`config.mk`:
```
export PLATFORM = sky130hd
export DESIGN_NAME = fetch_unit
export DESIGN_NICKNAME = d
export VERILOG_FILES = /design/src/rtl/fetch_unit.sv
export SDC_FILE = /design/constraint.sdc
export NUM_CORES = 1
export LEC_CHECK = 0
export CAP_MARGIN = 20
export CORE_MARGIN = 2
export CORE_UTILIZATION = 45
export CTS_CLUSTER_SIZE = 28
export DETAILED_ROUTE_END_ITERATION = 16
export PLACE_DENSITY_LB_ADDON = 0.25
export SYNTH_ARGS = -nofsm -noshare
export SYNTH_HDL_FRONTEND = slang
export SYNTH_SLANG_ARGS = --single-unit
```
`constraint.sdc`:
```
create_clock -name Clk -period 9.49 [get_ports Clk]
set_clock_uncertainty 0.2 [all_clocks]
set_input_delay 1.4235 -clock Clk [delete_from_list [all_inputs] [get_ports Clk]]
set_output_delay 1.4235 -clock Clk [all_outputs]
set_load 0.01 [all_outputs]
```
`src/rtl/fetch_unit.sv`:
```
// Instruction fetch front end: credit-limited requests to instruction memory, in-order
// response buffering, and PC redirect on branch/jump with a drain of stale responses.
//   state    | meaning
//   ST_RUN   | fetching; responses are enqueued into the instruction buffer
//   ST_DRAIN | after a redirect; stale responses are dropped, no new requests raised
module fetch_unit #(
    parameter logic [31:0] RESET_PC  = 32'h0000_0000,
    parameter int          BUF_DEPTH = 2
) (
    input  logic        Clk,
    input  logic        Rst_n,
    output logic        IMemReqValid,
    input  logic        IMemReqReady,
    output logic [31:0] IMemAddr,
    input  logic        IMemRspValid,
    input  logic [31:0] IMemRspData,
    output logic        InstrValid,
    input  logic        InstrReady,
    output logic [31:0] Instruction,
    output logic [5:0]  OPCode,
    output logic [5:0]  Function,
    output logic [4:0]  TargetReg,
    output logic [31:0] InstrPC,
    output logic [31:0] PCPlus4,
    input  logic        Branch,
    input  logic        Jump,
    input  logic        JumpReg,
    input  logic [31:0] RegTarget
);
    localparam int PTR_W = (BUF_DEPTH > 1) ? $clog2(BUF_DEPTH) : 1;
    localparam int CNT_W = $clog2(BUF_DEPTH + 1);
    localparam logic [CNT_W:0]   DEPTH_C  = (CNT_W + 1)'(BUF_DEPTH);
    localparam logic [PTR_W-1:0] LAST_PTR = PTR_W'(BUF_DEPTH - 1);

    typedef enum logic {ST_RUN, ST_DRAIN} state_t;

    state_t            state_q, state_d;
    logic [31:0]       fetch_pc_q, fetch_pc_d;
    logic [31:0]       rsp_pc_q, rsp_pc_d;
    logic [CNT_W-1:0]  out_cnt_q, out_cnt_d;
    logic [CNT_W-1:0]  cnt_q, cnt_d;
    logic [PTR_W-1:0]  rd_ptr_q, rd_ptr_d;
    logic [PTR_W-1:0]  wr_ptr_q, wr_ptr_d;
    logic              req_hold_q, req_hold_d;
    logic [31:0]       req_addr_q, req_addr_d;
    logic              fetch_en_q, fetch_en_d;
    logic [31:0]       buf_instr_q [BUF_DEPTH];
    logic [31:0]       buf_instr_d [BUF_DEPTH];
    logic [31:0]       buf_pc_q [BUF_DEPTH];
    logic [31:0]       buf_pc_d [BUF_DEPTH];

    logic              deq;
    logic              redirect;
    logic              req_fire;
    logic              rsp_take;
    logic              credit_ok;
    logic [CNT_W:0]    credit_use;
    logic [31:0]       branch_off;
    logic [31:0]       redirect_pc;
    logic              unused_ok;

    function automatic logic [PTR_W-1:0] ptr_inc(input logic [PTR_W-1:0] p);
        return (p == LAST_PTR) ? '0 : p + 1'b1;
    endfunction

    assign InstrValid  = (cnt_q != '0);
    assign Instruction = InstrValid ? buf_instr_q[rd_ptr_q] : 32'h0;
    assign InstrPC     = InstrValid ? buf_pc_q[rd_ptr_q] : 32'h0;
    assign PCPlus4     = InstrPC + 32'd4;
    assign OPCode      = Instruction[31:26];
    assign Function    = Instruction[5:0];
    assign TargetReg   = Instruction[20:16];

    assign deq      = InstrValid && InstrReady;
    assign redirect = deq && (Branch || Jump || JumpReg);
    assign unused_ok = ^RegTarget[1:0];

    // Requests in flight plus buffered entries never exceed the buffer depth,
    // so every returning response is guaranteed a slot.
    assign credit_use = {1'b0, out_cnt_q} + {1'b0, cnt_q} - {{CNT_W{1'b0}}, deq};
    assign credit_ok  = (credit_use < DEPTH_C);

    assign IMemReqValid = req_hold_q || (fetch_en_q && (state_q == ST_RUN) && credit_ok);
    assign IMemAddr     = req_hold_q ? req_addr_q : fetch_pc_q;
    assign req_fire     = IMemReqValid && IMemReqReady;
    assign rsp_take     = IMemRspValid && (out_cnt_q != '0);

    assign branch_off = {{14{Instruction[15]}}, Instruction[15:0], 2'b00};

    always_comb begin
        redirect_pc = PCPlus4 + branch_off;
        if (JumpReg) begin
            redirect_pc = {RegTarget[31:2], 2'b00};
        end else if (Jump) begin
            redirect_pc = {PCPlus4[31:28], Instruction[25:0], 2'b00};
        end
    end

    always_comb begin
        state_d     = state_q;
        fetch_pc_d  = fetch_pc_q;
        rsp_pc_d    = rsp_pc_q;
        cnt_d       = cnt_q;
        rd_ptr_d    = rd_ptr_q;
        wr_ptr_d    = wr_ptr_q;
        buf_instr_d = buf_instr_q;
        buf_pc_d    = buf_pc_q;
        fetch_en_d  = 1'b1;
        req_hold_d  = IMemReqValid && !IMemReqReady;
        req_addr_d  = IMemReqValid ? IMemAddr : req_addr_q;
        out_cnt_d   = out_cnt_q + CNT_W'(req_fire) - CNT_W'(rsp_take);

        if (redirect) begin
            cnt_d      = '0;
            rd_ptr_d   = '0;
            wr_ptr_d   = '0;
            fetch_pc_d = redirect_pc;
            rsp_pc_d   = redirect_pc;
            // A request still held at the redirect is stale too, so drain until it has
            // been accepted and its response dropped.
            state_d    = ((out_cnt_d != '0) || req_hold_d) ? ST_DRAIN : ST_RUN;
        end else if (state_q == ST_RUN) begin
            if (req_fire) begin
                fetch_pc_d = fetch_pc_q + 32'd4;
            end
            if (rsp_take) begin
                buf_instr_d[wr_ptr_q] = IMemRspData;
                buf_pc_d[wr_ptr_q]    = rsp_pc_q;
                wr_ptr_d              = ptr_inc(wr_ptr_q);
                rsp_pc_d              = rsp_pc_q + 32'd4;
            end
            if (deq) begin
                rd_ptr_d = ptr_inc(rd_ptr_q);
            end
            cnt_d = cnt_q + CNT_W'(rsp_take) - CNT_W'(deq);
        end else begin
            if ((out_cnt_d == '0) && !req_hold_d) begin
                state_d = ST_RUN;
            end
        end
    end

    always_ff @(posedge Clk or negedge Rst_n) begin
        if (!Rst_n) begin
            state_q    <= ST_RUN;
            fetch_pc_q <= RESET_PC;
            rsp_pc_q   <= RESET_PC;
            out_cnt_q  <= '0;
            cnt_q      <= '0;
            rd_ptr_q   <= '0;
            wr_ptr_q   <= '0;
            req_hold_q <= 1'b0;
            req_addr_q <= RESET_PC;
            fetch_en_q <= 1'b0;
            for (int i = 0; i < BUF_DEPTH; i++) begin
                buf_instr_q[i] <= 32'h0;
                buf_pc_q[i]    <= 32'h0;
            end
        end else begin
            state_q     <= state_d;
            fetch_pc_q  <= fetch_pc_d;
            rsp_pc_q    <= rsp_pc_d;
            out_cnt_q   <= out_cnt_d;
            cnt_q       <= cnt_d;
            rd_ptr_q    <= rd_ptr_d;
            wr_ptr_q    <= wr_ptr_d;
            req_hold_q  <= req_hold_d;
            req_addr_q  <= req_addr_d;
            fetch_en_q  <= fetch_en_d;
            buf_instr_q <= buf_instr_d;
            buf_pc_q    <= buf_pc_d;
        end
    end

endmodule

```
==> impl_results.md, run 1 <==
- Fin crit share: 69.7%
- Status: finished, final reports clean
- Critical Path RT: 7870 ps
- CTS tree: yes
- Mapped Cells: 1458
- Slew @ Worst Pin: 1050 ps
- PostCTS Resize Cnt: 0
- Setup violators final: 0
- Power Density: 384 mW/mm^2
- Type of the most critical hold path: register to register
- Rows: 64
- WS Path Type: input port to output port
- Worst skew pair latency: 550 ps
- Vias: 11951
- First-pass GRT wire length: 67.8 mm
- Largest net degree at the start of global routing: 103
- Initial antenna violation count: 3
- Avg Synthesized Cell Area: 9.71 sq um
- First-pass DRT Iterations: 5
- Share of layout cells above drive strength 1: 15.4%
- Clk sinks: 233
- GPL Wtd Cong: 0.908
- Cell variety after synth: 76
- Top_reg_cell synth: dfrtp_1
- Setup TNS: 0 ps
- H-tree lvl count: 1
- Mapped cell area: 0.0142 sq mm
- Average wire per standard cell: 21.6 um
- Root Driver: clkbuf_16
- Mapped Nets: 1570
- DRT Wirelength: 44.1 mm
- Total gr overflow: 0
- Fill cells: 2759
- CTS Buffer Depth: 3
- Sequential cell area fraction in the yosys report: 41.2%
- Gr usage total: 26.5%
- Die Ht: 181 um
- Final #Nets: 1742
- #FFs+latches synth: 233
- Placed cells: 1995
- Core area: 0.0307 sq mm
- Tot Pwr: 6690 uW
- Leakage power: 0.00725 uW
- CP endpoint kind: output port
- DRC Markers: 0
- Worst VDD drop: 0.297 mV
- Crit path DAT: 4990 ps
- Synth Warn #: 0
- Max Freq: 0.151 GHz
- Initial Utilization: 46.0%
- Crit start category: input port
- Final Hold Fails: 0
- Max-cap violation count: 0
- # IOs: 219
- Fin cells: 2044
- Die area: 0.0329 sq mm
- Port-buffer cells: 216
- RSZ-0062 raised after global routing: no
- Final min period: 6620 ps
- Setup bufs post-CTS: 0
- Antenna Violating Nets Remaining: 0
- Vias in the first global route: 11716
- HPWL after DPL: 32.1 mm
- Initial DRC count: 915
- Final slew viol count: 0
- Post-synth EDFFs: 0
- Die width: 181 um
- Post-synthesis async set-or-reset flop share: 100%
- Vias per cell: 5.85
- Worst-path fanout max: 35
- Area Growth Syn to Fin: 23.2%
- Slew headroom: 30.2%
- Worst-path clk slew: 60 ps
- CTS buffer count: 27
- CTS Hold Buffers Added: 0
[kinds of logic after synthesis]
logic type | Yosys count | synth area share [%]
xor gates and xnor gates | 89 | 5.64
AOI/OAI and AO/OA | 276 | 12.8
adders and majority gates | 40 | 3.64
DFF | 233 | 41.2
muxes | 231 | 17.8
other | 1 | 0.0265
buffers and inverters | 118 | 3.95
and+or+nand+nor | 470 | 14.9
[per-stage QoR]
stage | hold slack, ps | setup slack (ps) | area (sq um) | util [%]
after floorplan | 246 | 4190 | 14200 | -
after global placement | 262 | 2180 | 16500 | 53.8
after detailed placement | 266 | 2190 | 16500 | 53.8
after CTS | 279 | 2200 | 17400 | 56.6
after global routing | 307 | 2770 | 17400 | 56.7
final | 275 | 2870 | 17400 | 56.7
[path summary, 6_finish.rpt]
| path | start | end | slack, ps | cells after the start |
|---|---|---|---|---|
| worst min-delay path | fetch_pc_q[1]$_DFFE_PN0P_ | fetch_pc_q[1]$_DFFE_PN0P_ | 280 | 1 |
| max in group asynchronous | Rst_n | rd_ptr_q$_DFFE_PN0P_ | 7040 | 2 |
| worst max register to register | rd_ptr_q$_DFFE_PN0P_ | rsp_pc_q[31]$_DFFE_PN0P_ | 3270 | 16 |
| worst min register to register | fetch_pc_q[1]$_DFFE_PN0P_ | fetch_pc_q[1]$_DFFE_PN0P_ | 280 | 1 |
| min in group asynchronous | Rst_n | buf_instr_q[15]$_DFFE_PN0P_ | 720 | 1 |
| worst max-delay path | InstrReady | IMemReqValid | 2870 | 12 |
[cells in the mapped netlist, types with 16 or more instances]
library cell | n | share of area [%]
nand3_1 | 42 | 1.5
dfrtp_1 | 233 | 41
nand2_1 | 90 | 2.4
nor3_1 | 21 | 0.74
a21oi_1 | 73 | 2.6
inv_1 | 22 | 0.58
xor2_1 | 48 | 3.0
nor2_1 | 233 | 6.2
a21o_1 | 26 | 1.4
mux2_2 | 164 | 13
nand4_1 | 19 | 0.84
clkbuf_1 | 54 | 1.4
and3_1 | 16 | 0.71
mux2i_1 | 67 | 4.7
o21ai_0 | 48 | 1.7
ha_1 | 38 | 3.4
buf_4 | 19 | 1.0
xnor2_1 | 40 | 2.5
[power breakdown]
part	switching [uW]	leakage (uW)	total, uW	internal, uW
Clock	416	0.000415	1020	608
Combinational	2040	0.00400	3810	1770
Sequential	391	0.00283	1850	1460
Total	2850	0.00725	6690	3840
[layout by cell type, fill, tap and decap left out, types with 5 or more instances in the layout]
cell	n
nand2_1	90
clkbuf_16	27
nor3_1	20
dfrtp_1	232
xnor2_1	40
nand4_1	19
o31ai_1	12
o21ai_1	5
and3_1	16
nand2b_1	7
o21a_1	14
a21boi_0	7
a31oi_1	13
nand3_1	41
a21o_1	26
nor2_1	232
mux2_2	164
mux2i_1	67
o21ai_0	48
inv_1	22
and2_1	10
buf_4	18
a21oi_1	73
xor2_1	48
o211ai_1	14
clkbuf_1	9
clkdlybuf4s50_1	215
ha_1	38
and4_1	5
a211oi_1	12
[routing by layer]
layer	routed length (um)	part of all wire, %	track usage [%]
met1	19100	43	35.9
met2	19900	45	42.0
met3	3430	7.8	5.99
met4	1610	3.6	9.17
met5	45	0.10	0
[sequential cells by signal, indices dropped and copies added (netlist names)]
| signal | count |
|---|---|
| fetch_en_q | 1 |
| req_hold_q | 1 |
| wr_ptr_q | 1 |
| cnt_q | 2 |
| rsp_pc_q | 32 |
| rd_ptr_q | 1 |
| buf_pc_q | 64 |
| req_addr_q | 32 |
| state_q | 1 |
| out_cnt_q | 2 |
| buf_instr_q | 64 |
| fetch_pc_q | 32 |
[final cells by class]
class / count / area [sq um] / share of cell area, %
multi-input cells: 1107 / 7810 / 44.8
clock inverters: 6 / 92.6 / 0.531
inverters: 25 / 93.8 / 0.538
clock buffers: 40 / 764 / 4.38
flip-flops and latches: 233 / 5830 / 33.5
diodes: 1 / 2.50 / 0.0144
repair buffers: 236 / 2340 / 13.4
well taps: 396 / 495 / 2.84
[worst max-delay path, stage by stage]
cell and delay (ps):
clkdlybuf4s50_1 460, nand2_1 390, inv_1 270, ha_1 340, nor2b_1 50, fa_1 470, nor2_1 50, a31oi_2 190
buf_4 380, clkinv_1 240, buf_12 230, clkdlybuf4s50_1 490
(Power assumes the default switching activity.)
==> inputs of run 2 (changes only) <==
==> constraint.sdc (replaced) <==
create_clock -name Clk -period 6.4 [get_ports Clk]
set_clock_uncertainty 0.2 [all_clocks]
set_input_delay 0.96 -clock Clk [delete_from_list [all_inputs] [get_ports Clk]]
set_output_delay 0.96 -clock Clk [all_outputs]
set_load 0.01 [all_outputs]
==> impl_results.md, run 2 (synthesized netlist as in run 1, its figures left out) <==
- Initial Utilization: 46.0%
- CTS Hold Buffers Added: 0
- Power Density: 570 mW/mm^2
- Final #Nets: 1747
- Crit start category: register
- Leakage power: 0.00729 uW
- Seq pwr share: 27.6%
- RSZ-0062 raised after global routing: no
- Final min period: 5750 ps
- First-pass GRT wire length: 69.1 mm
- Slew @ Worst Pin: 1050 ps
- Clk sinks: 233
- First-pass DRT Iterations: 5
- DRC Markers: 0
- Max-cap violation count: 0
- Initial antenna violation count: 1
- Setup bufs post-CTS: 0
- Hold WS: 233 ps
- Final slew viol count: 0
- CP endpoint kind: register
- Cells along the critical path: mux2i_1 > nor2_1 > ha_1 > nor4b_2 > nand4_1 > nor2_1 > nand3_1 > xnor2_1 > ha_1 > and3_1 > and2_1 > nor2b_1 > a311oi_1 > or4b_2 > a31oi_1 > xnor2_1 > o221ai_2
- Total gr overflow: 0
- Type of the most critical hold path: input port to async pin
- Core area: 0.0307 sq mm
- Worst-path clk slew: 60 ps
- Max Freq: 0.174 GHz
- GPL Wtd Cong: 0.903
- Setup TNS: 0 ps
- Vias in the first global route: 11898
- Critical Path RT: 6630 ps
- Vias: 11954
- Final Hold Fails: 0
- Comb pwr share: 56.9%
- Worst path max stage delay: 690 ps
- Die width: 181 um
- Worst skew pair latency: 560 ps
- FF+latch area: 0.00583 sq mm
- Average wire per standard cell: 21.8 um
- Multi-input logic area: 0.00781 sq mm
- Setup violators final: 0
- Antenna Cells: 0
- Fin crit share: 89.9%
- Worst-path fanout max: 25
- HPWL after DPL: 33.0 mm
- Sw power: 4250 uW
- Clk network pwr share: 15.5%
- Sw Ratio: 42.7%
- WS Path Type: register to register
- Largest net degree at the start of global routing: 121
- Die area: 0.0329 sq mm
- Gr usage total: 26.9%
- Most frequent cells in the layout: nor2_1, dfrtp_1, clkdlybuf4s50_1
- Crit path max-delay cell type: dfrtp_4
- Initial DRC count: 748
- Root Driver: clkbuf_16
- Worst VDD drop: 0.339 mV
- Antenna Violating Nets Remaining: 0
- H-tree lvl count: 1
- CTS buffer count: 27
- Vias per cell: 5.83
- # IOs: 219
- Area Growth Syn to Fin: 23.6%
- Largest regs: buf_instr_q x64, buf_pc_q x64
- Status: finished, final reports clean
- Die Ht: 181 um
- Rows: 64
- CTS tree: yes
- PostCTS Resize Cnt: 0
- Port-buffer cells: 216
- DRT Wirelength: 44.7 mm
- Share of layout cells above drive strength 1: 16.0%
- Fill cells: 2731
- Slew headroom: 30.1%
- Pint: 5710 uW
- Worst reg-to-reg path cell count: 17
- CTS Buffer Depth: 3
- Crit path DAT: 5980 ps
==> run 2: cell types whose count changed in the layout (fill, tap and decap cells not counted), sizes merged <==
| cell | before | now |
|---|---|---|
| buf | 21 | 26 |
| bufinv | 2 | 1 |
| clkbuf | 40 | 41 |
| clkinv | 3 | 5 |
| clkinvlp | 1 | 2 |
| diode | 1 | 0 |
==> run 2: power groups by stage <==
| stage | Sequential (uW) | Clock (uW) | Combinational, uW |
|---|---|---|---|
| 3_5_place_dp | 2760 | 0 | 5620 |
| 6_report | 2750 | 1550 | 5670 |
| 5_1_grt | 2840 | 1630 | 6160 |
| 4_1_cts | 2740 | 1570 | 5670 |
| 3_3_place_gp | 2710 | 0 | 5540 |
| 2_1_floorplan | 2520 | 0 | 3670 |
==> run 2: cell type report <==
cell class	count	area share, %
Clock inverter	8	0.458
Multi-Input combinational cell	1107	44.7
Sequential cell	233	33.4
Tap cell	396	2.83
Clock buffer	41	4.62
Timing Repair Buffer	241	13.5
Inverter	25	0.537
==> run 2: per-layer routing <==
metal	global-route usage [%]	vias to the layer above	part of all wire, %
li1	-	5518	-
met1	37.0	5931	44
met2	43.4	420	46
met3	4.86	83	6.8
met4	8.29	2	3.1
met5	0	-	0.036
==> run 2: through the flow <==
stage               instances  util [%]  total power (uW)  worst slack, ps  cell area [sq um]
floorplan                1458         -              6190             1100              14200
global placement         2002      54.0              8260              819              16600
detailed placement       2002      54.0              8380              744              16600
CTS                      2051      56.9              9970              704              17500
global route             2051      56.9             10600              295              17500
finish                   2051      56.9              9960              648              17500
==> run 2: path summary, 6_finish.rpt <==
path | slack (ps) | startpoint | end
min in group Clk | 270 | fetch_pc_q[0]$_DFFE_PN0P_ | fetch_pc_q[0]$_DFFE_PN0P_
hold reg to reg | 270 | fetch_pc_q[0]$_DFFE_PN0P_ | fetch_pc_q[0]$_DFFE_PN0P_
setup reg to reg | 650 | rd_ptr_q$_DFFE_PN0P_ | rsp_pc_q[31]$_DFFE_PN0P_
max in group asynchronous | 4680 | Rst_n | req_addr_q[26]$_DFFE_PN0N_
setup / recovery | 650 | rd_ptr_q$_DFFE_PN0P_ | rsp_pc_q[31]$_DFFE_PN0P_
hold / removal | 230 | Rst_n | buf_instr_q[55]$_DFFE_PN0P_
==> run 2: critical path, delay by kind of cell, from the launching register on <==
| family | cells | cell delay, ps |
|---|---|---|
| compound gates | 3 | 630 |
| mux | 1 | 200 |
| flops | 1 | 690 |
| xor+xnor | 2 | 470 |
| simple gates | 9 | 2720 |
| fa+ha+maj | 2 | 700 |
